[src/rtl/cordic_atanh_scheduler.sv]
// Round-robin front end for a shared pipelined CORDIC atanh core.
// The core is outside this block. This block arbitrates requester operands
// and range-checks them before issue. A tag pipeline aligned to the core
// latency routes each core result back to the requester that issued it.
module cordic_atanh_scheduler #(
    parameter int N_REQ    = 4,
    parameter int CORE_LAT = 16
) (
    input  logic                  clk,
    input  logic                  rst,
    input  logic [N_REQ-1:0]      req_valid,
    input  logic [20*N_REQ-1:0]   req_y,
    output logic [N_REQ-1:0]      req_ready,
    output logic [N_REQ-1:0]      res_valid,
    output logic [20*N_REQ-1:0]   res_z,
    output logic [N_REQ-1:0]      res_err,
    input  logic [N_REQ-1:0]      res_ready,
    output logic [19:0]           core_y,
    input  logic [19:0]           core_z
);

    localparam int          IDXW = (N_REQ > 1) ? $clog2(N_REQ) : 1;
    localparam int unsigned NR   = N_REQ;

    logic [N_REQ-1:0]    busy_q, busy_d;
    logic [IDXW-1:0]     rr_q, rr_d;
    logic [19:0]         core_y_q, core_y_d;
    logic [N_REQ-1:0]    res_valid_q, res_valid_d;
    logic [20*N_REQ-1:0] res_z_q, res_z_d;
    logic [N_REQ-1:0]    res_err_q, res_err_d;

    logic [CORE_LAT:0]   tag_v_q;
    logic [CORE_LAT:0]   tag_err_q;
    logic [IDXW-1:0]     tag_idx_q [CORE_LAT+1];

    logic                grant_vld;
    logic [IDXW-1:0]     grant_idx;
    logic [IDXW-1:0]     cand;
    logic [19:0]         acc_y;
    logic                acc_err;
    logic [N_REQ-1:0]    consume;
    logic [IDXW-1:0]     ret_idx;
    logic                ret_err;

    // Round-robin pick: first requester that is valid and not busy, scanning from rr.
    always_comb begin
        grant_vld = 1'b0;
        grant_idx = '0;
        cand      = '0;
        for (int unsigned off = 0; off < NR; off++) begin
            cand = IDXW'((32'(rr_q) + off) % NR);
            if (!grant_vld && req_valid[cand] && !busy_q[cand]) begin
                grant_vld = 1'b1;
                grant_idx = cand;
            end
        end
    end

    // One-hot grant. It is forced low while reset is asserted.
    always_comb begin
        req_ready = '0;
        if (grant_vld && !rst) begin
            req_ready[grant_idx] = 1'b1;
        end
    end

    // Select the accepted operand and check it lies strictly inside (-1.0, 1.0).
    always_comb begin
        acc_y   = req_y[20*grant_idx +: 20];
        acc_err = !(($signed(acc_y) >= -20'sd65535) && ($signed(acc_y) <= 20'sd65535));
    end

    assign ret_idx = tag_idx_q[CORE_LAT];
    assign ret_err = tag_err_q[CORE_LAT];

    // Next state for the busy flags, the rr pointer, the issue register and the result slots.
    always_comb begin
        consume     = res_valid_q & res_ready;
        busy_d      = busy_q & ~consume;
        res_valid_d = res_valid_q & ~consume;
        rr_d        = rr_q;
        core_y_d    = '0;
        res_z_d     = res_z_q;
        res_err_d   = res_err_q;
        if (grant_vld) begin
            busy_d[grant_idx] = 1'b1;
            rr_d              = (grant_idx == IDXW'(N_REQ - 1)) ? '0 : grant_idx + 1'b1;
            core_y_d          = acc_err ? '0 : acc_y;
        end
        // A retiring slot is never valid here, because busy blocks a new accept until consume.
        if (tag_v_q[CORE_LAT]) begin
            res_valid_d[ret_idx]         = 1'b1;
            res_err_d[ret_idx]           = ret_err;
            res_z_d[20*ret_idx +: 20]    = ret_err ? '0 : core_z;
        end
    end

    // State registers for arbitration, issue and results.
    always_ff @(posedge clk or posedge rst) begin
        if (rst) begin
            busy_q      <= '0;
            rr_q        <= '0;
            core_y_q    <= '0;
            res_valid_q <= '0;
            res_z_q     <= '0;
            res_err_q   <= '0;
        end else begin
            busy_q      <= busy_d;
            rr_q        <= rr_d;
            core_y_q    <= core_y_d;
            res_valid_q <= res_valid_d;
            res_z_q     <= res_z_d;
            res_err_q   <= res_err_d;
        end
    end

    // Tag pipeline. Stage 0 lines up with core_y and the last stage lines up with core_z.
    always_ff @(posedge clk or posedge rst) begin
        if (rst) begin
            tag_v_q   <= '0;
            tag_err_q <= '0;
            for (int unsigned s = 0; s <= CORE_LAT; s++) begin
                tag_idx_q[s] <= '0;
            end
        end else begin
            tag_v_q      <= {tag_v_q[CORE_LAT-1:0], grant_vld};
            tag_err_q    <= {tag_err_q[CORE_LAT-1:0], grant_vld & acc_err};
            tag_idx_q[0] <= grant_idx;
            for (int unsigned s = 1; s <= CORE_LAT; s++) begin
                tag_idx_q[s] <= tag_idx_q[s-1];
            end
        end
    end

    assign core_y    = core_y_q;
    assign res_valid = res_valid_q;
    assign res_z     = res_z_q;
    assign res_err   = res_err_q;

endmodule

[config.mk]
export PLATFORM = sky130hd
export DESIGN_NAME = cordic_atanh_scheduler
export DESIGN_NICKNAME = d
export VERILOG_FILES = /design/src/rtl/cordic_atanh_scheduler.sv
export SDC_FILE = /design/constraint.sdc
export NUM_CORES = 1
export LEC_CHECK = 0
export ABC_CLOCK_PERIOD_IN_PS = 6550
export CAP_MARGIN = 20
export CORE_MARGIN = 4
export CORE_UTILIZATION = 48
export CTS_CLUSTER_DIAMETER = 30
export DETAILED_ROUTE_END_ITERATION = 10
export HOLD_SLACK_MARGIN = 0.1
export PLACE_DENSITY = 0.85
export SETUP_SLACK_MARGIN = 0.5
export SLEW_MARGIN = 15
export SYNTH_ARGS = -nofsm -noshare
export SYNTH_HDL_FRONTEND = slang
export SYNTH_SLANG_ARGS = --single-unit
[constraint.sdc]
create_clock -name clk -period 6.55 [get_ports clk]
set_input_delay 0.9825 -clock clk [delete_from_list [all_inputs] [get_ports clk]]
set_output_delay 0.9825 -clock clk [all_outputs]
set_load 0.005 [all_outputs]
# Word-level counts from Yosys, hierarchy flattened
# Index checks and enable logic that the tools add are counted.
# totals
wordCells	110
register_bits	182
# op_classes
n_mul	2
n_shift	3
muxes	37
bitwise	7
order_cmp	10
eq_ne	1
reduce_logical	20
n_addsub	5
# ops
op	count
80-bit bitwise mux	1
20-bit by 34-bit variable shift with 80-bit output, first input constant	1
20-bit by 34-bit variable part select with 80-bit output	1
80-bit by 8-bit variable part select with 20-bit output	1
20-bit two-way mux	3
7-bit negation with 34-bit output	1
20-bit by 17-bit greater-or-equal comparator with 1-bit output, second input constant	1
20-bit by 17-bit less-or-equal comparator with 1-bit output, second input constant	1
2-bit by 3-bit < comparator with 1-bit output, second input constant	6
1-bit binary-select mux with 2-bit select	8
1-bit two-way mux	14
4-bit bitwise AND	3
4-bit two-way mux	3
1-bit logical AND	11
3-bit by 2-bit multiplier with 5-bit output, first input constant	2
2-bit two-way mux	5
1-bit zero test	9
4-bit bitwise OR	2
2-bit by 1-bit adder with 2-bit output, second input constant	2
2-bit adder, second input constant	2
4-bit bitwise mux	1
1-bit demux with 2-bit select	2
2-bit by 1-bit greater-or-equal comparator with 1-bit output, second input constant	2
4-bit NOT	1
other kinds (2)	2

# Depth between registers and ports, before layout
# depth
depth_word	23
ltp_mapped	12

# Worst setup path before layout
# Ideal clock, no wire load.
# synth_path
path_type	input to output
start	input port rst
end	output port req_ready[0]
t_required_ns	5.568
arrival_time_ns	5.349
path_stages	2
n_path_buf	0
path_slack_ns	0.219
cell_sequence	inv_1 -> and3_1
# synth_between
elab_chain_cells	3
# synth_lines
item	line_no	rtl
start, declared	10	input logic rst,
1-bit zero test (no source line)	--	
1-bit logical AND	62	if (grant_vld && !rst) begin
4-bit two-way mux	62	
end, declared	13	output logic [N_REQ-1:0] req_ready,
# No other way between the ends.

# Worst setup path in the final report
# layout_path
start	input port req_valid[0]
end	output port req_ready[0]
# layout_between
elab_chain_cells	21
# layout_lines
item	line_no	rtl
start, declared	11	input logic [N_REQ-1:0] req_valid,
1-bit binary-select mux with 2-bit select	52	if (!grant_vld && req_valid[cand] && !busy_q[cand]) begin
1-bit two-way mux (not written as such)	52	
1-bit logical AND	52	
1-bit two-way mux	52	
1-bit zero test	52	
1-bit logical AND (2 in a row)	52	
1-bit two-way mux	52	
1-bit zero test	52	
[... 3 more ...]	--	
1-bit zero test	52	
1-bit logical AND (2 in a row)	52	
2-bit two-way mux	52	
2-bit by 3-bit < comparator with 1-bit output (not written as such) / 2-bit by 1-bit greater-or-equal comparator with 1-bit output (equally long branches)	63	req_ready[grant_idx] = 1'b1;
1-bit logical AND (not written as such)	63	
1-bit two-way mux (not written as such)	63	
1-bit demux with 2-bit select	63	
4-bit two-way mux (*)	62	
# Every way passes the cells marked *; elsewhere a longest branch is shown, timed or not. The select of a mux whose other input is x is not followed.

==> impl_metrics.ini <==
[sta]
final_number_of_max_transition_violations = 0
max_transition_margin_pct = 28.5
timing.clock.skew_ns = 0.00923
final-setup-viol-count = 0
grt_setup_unrepaired = false
tightest_pin_transition_ns = 1.07
timing.final.hold_violations = 0
timing.fmax_mhz = 204
timing.setup.tns_ns = 0
final_min_period_over_clock_period_pct = 74.8
fin_crit_ns = 4.90

[cts]
cts.repair_timing.setup_buffer_count = 0
cts.clk_slew.worst_paths_ns = 0.07
cts.sink_count = 182
clk_latency_ns = 0.43
clockBufferDepth = 2
cts.htree.levels = 4
post_cts_resize_count = 0
cts_hold_buffers = 0
tritoncts = built
cts_made_buffers = 17
clock-root-buffer = clkbuf_16

[synthesis]
netlist.top_cell.by_area = dfrtp_1
ys_ff_latch = 182
synthesis.area_per_instance_um2 = 9.95
yosys.cell_types.count = 49
yosys_warnings = 0
synthCells = 791
synth.cell_area_mm2 = 0.00787
synth_edf_count = 0
async_flop_share_pct = 100
number_of_nets_in_the_synthesized_netlist = 913
synth_ff_type = dfrtp_1
synth_top_area_share_pct = 57.8
yosys-top-cells-area = dfrtp_1, nand2_1, o21ai_0
ys_seq_area_share_pct = 57.8

[grt]
track_usage_pct = 26.4
grt_first_pass_wirelength_um = 37400
initial_antenna_violation_count = 0
first_global_vias = 6969
globalRoute.busiestLayer = met2
grt_util_met1_pct = 34.2
met2_usage_pct = 42.1
maximum_number_of_pins_on_one_net_before_global_route_repair = 151
grt_overflow = 0
use_met3_pct = 6.55

[detailed_routing]
initialDrtViolationCount = 752
detail-route-antenna-nets = 0
wirelength_um = 24100
firstDrtPassIters = 5
vias = 6991
vias_per_cell = 5.72
post-route-drc-count = 0
wl_per_cell_um = 19.7

[floorplanning]
chipWidth_um = 136
rows = 46
pin_count = 222
die_height_um = 136
initial_utilization_pct = 49.2
dieArea_mm2 = 0.0185
core_mm2 = 0.0160

[critical_path]
worst-endpoint-arrival_ns = 3.92
regToRegEndpoint = res_z[21]$_DFFE_PP0P_
path_class = input pin to primary output
worstPathRequired_ns = 5.57
regToRegSetupSlack_ns = 2.94
ff2ff_path_depth = 10
worstSetupStartpoint = req_valid[0]
worst_r2r_startpoint = ret_idx[0]$_DFF_PP0_
category_of_the_worst_setup_path_capture_point = primary output
worst-path-max-fanout = 42
worstSetupStartpointType = input pin

[finish]
post_route_utilization_pct = 67.6
final_instance_count_excl_fillers = 1223
finish.net_count = 1118
post_synthesis_to_final_layout_area_growth_pct = 37.5
drive_gt1_share_pct = 6.65
antenna-diode-count = 0

[power]
ir_drop_worst_vdd_mv = 0.299
total_leakage_power_nw = 4.66
pwr_density_cell_mw_per_mm2 = 456
power.total_mw = 4.94

[flow_run]
cap_viol_max_count = 0

[placed_design]
gp_routability_congestion = 0.933
placed_cells_incl_taps = 1193
place.port_buffers = 221
post-dp-hpwl_um = 17900

[hold_path]
hold_class = register to register
depth_of_the_worst_hold_timing_path = 0
hold_path_end = tag_idx_q[26]$_DFF_PP0_
hp-start = tag_idx_q[28]$_DFF_PP0_

[outcome]
run_status = finished, final reports clean
-- metrics by stage --
stage | cell area, µm² | setup slack, ns | hold slack [ns]
floorplan | 7880 | 1.44 | 0.331
global placement | 10300 | 1.73 | 0.332
detailed placement | 10300 | 1.72 | 0.335
CTS | 10800 | 1.70 | 0.344
global route | 10800 | 1.41 | 0.349
finish | 10800 | 1.65 | 0.344
-- critical path, cell delays in order --
cell and delay (ns):
clkdlybuf4s50_1 0.49, nor4b_1 0.46, or2_2 0.25, a21oi_4 0.03, buf_4 0.25, inv_2 0.49
ha_1 0.26, and3_1 0.17, clkdlybuf4s50_1 0.51
-- cell usage after synthesis, types with 3 or more instances --
master,n
or3_1,5
mux2_2,16
nand2b_1,3
nor3b_1,5
nor3_1,7
and3_1,10
o21ai_0,83
nand3_1,7
mux2i_1,13
nand2_1,149
nor2_1,67
a21oi_1,57
a22oi_1,8
nand3b_1,3
ha_1,12
o211ai_1,16
nor4_1,14
inv_1,17
clkbuf_1,40
buf_1,5
a22o_1,28
a31oi_1,9
dfrtp_1,182
-- logic make-up (layout without fill, tap and decap cells) --
kind of cell    after synthesis  after routing  synth area share (%)
flops                       182            182                  57.8
mux                          30             30                  4.13
simple gates                284            284                  15.9
compound gates              218            218                  17.0
buf+inv                      65            281                  3.19
fa+ha+maj                    12             12                  1.91
-- how the worst max path moves through the flow --
stage,to,slack [ns],cells after the start
after CTS,req_ready[0],1.70,9
after floorplan,req_ready[0],1.44,2
after detailed placement,req_ready[0],1.72,9
final,req_ready[0],1.65,9
after global placement,req_ready[1],1.73,9
after global routing,req_ready[0],1.41,9
-- sequential cells by signal, summed over array words and instances (netlist names) --
| register | cells |
|---|---|
| busy_q | 4 |
| core_y | 20 |
| res_err | 4 |
| res_valid | 4 |
| res_z | 80 |
| ret_idx | 2 |
| rr_q | 2 |
| tag_err_q | 17 |
| tag_idx_q | 32 |
| tag_v_q | 17 |
-- layout by cell type, fill, tap and decap left out, types with 3 or more instances in the layout --
master           Yosys  layout
mux2_2              16      16
nand3b_1             3       3
mux2i_1             13      13
a31oi_1              9       9
clkinvlp_4           0       6
a21oi_1             57      57
nor2_1              67      67
nor4_1              14      14
clkbuf_16            0      17
a22o_1              28      28
or3_1                5       5
nor3b_1              5       5
o211ai_1            16      16
nand2_1            149     149
buf_4                0       8
inv_1               17      16
nand3_1              7       7
ha_1                12      12
nor3_1               7       7
nand2b_1             3       3
a22oi_1              8       8
dfrtp_1            182     182
and3_1              10      10
clkdlybuf4s50_1      0     221
o21ai_0             83      83
-- per-layer routing --
metal,up-vias,wire length [µm]
met4,0,904
met1,3301,9290
li1,3168,-
met3,63,2630
met5,-,0
met2,459,11300
-- layout make-up --
cell class / instances / area, µm²
Clock buffer: 19 / 443
Clock inverter: 11 / 104
Fill cell: 1253 / 5180
Inverter: 19 / 75.1
Multi-Input combinational cell: 544 / 3070
Sequential cell: 182 / 4550
Tap cell: 216 / 270
Timing Repair Buffer: 232 / 2300
-- where the power goes --
part           leakage [nW]  internal, mW  switching (mW)
clock                 0.253         0.530           0.429
sequential             2.36          1.57           0.249
combinational          2.05         0.964            1.20
total                  4.66          3.07            1.87
Note: power is estimated with default switching activity, not from simulation.
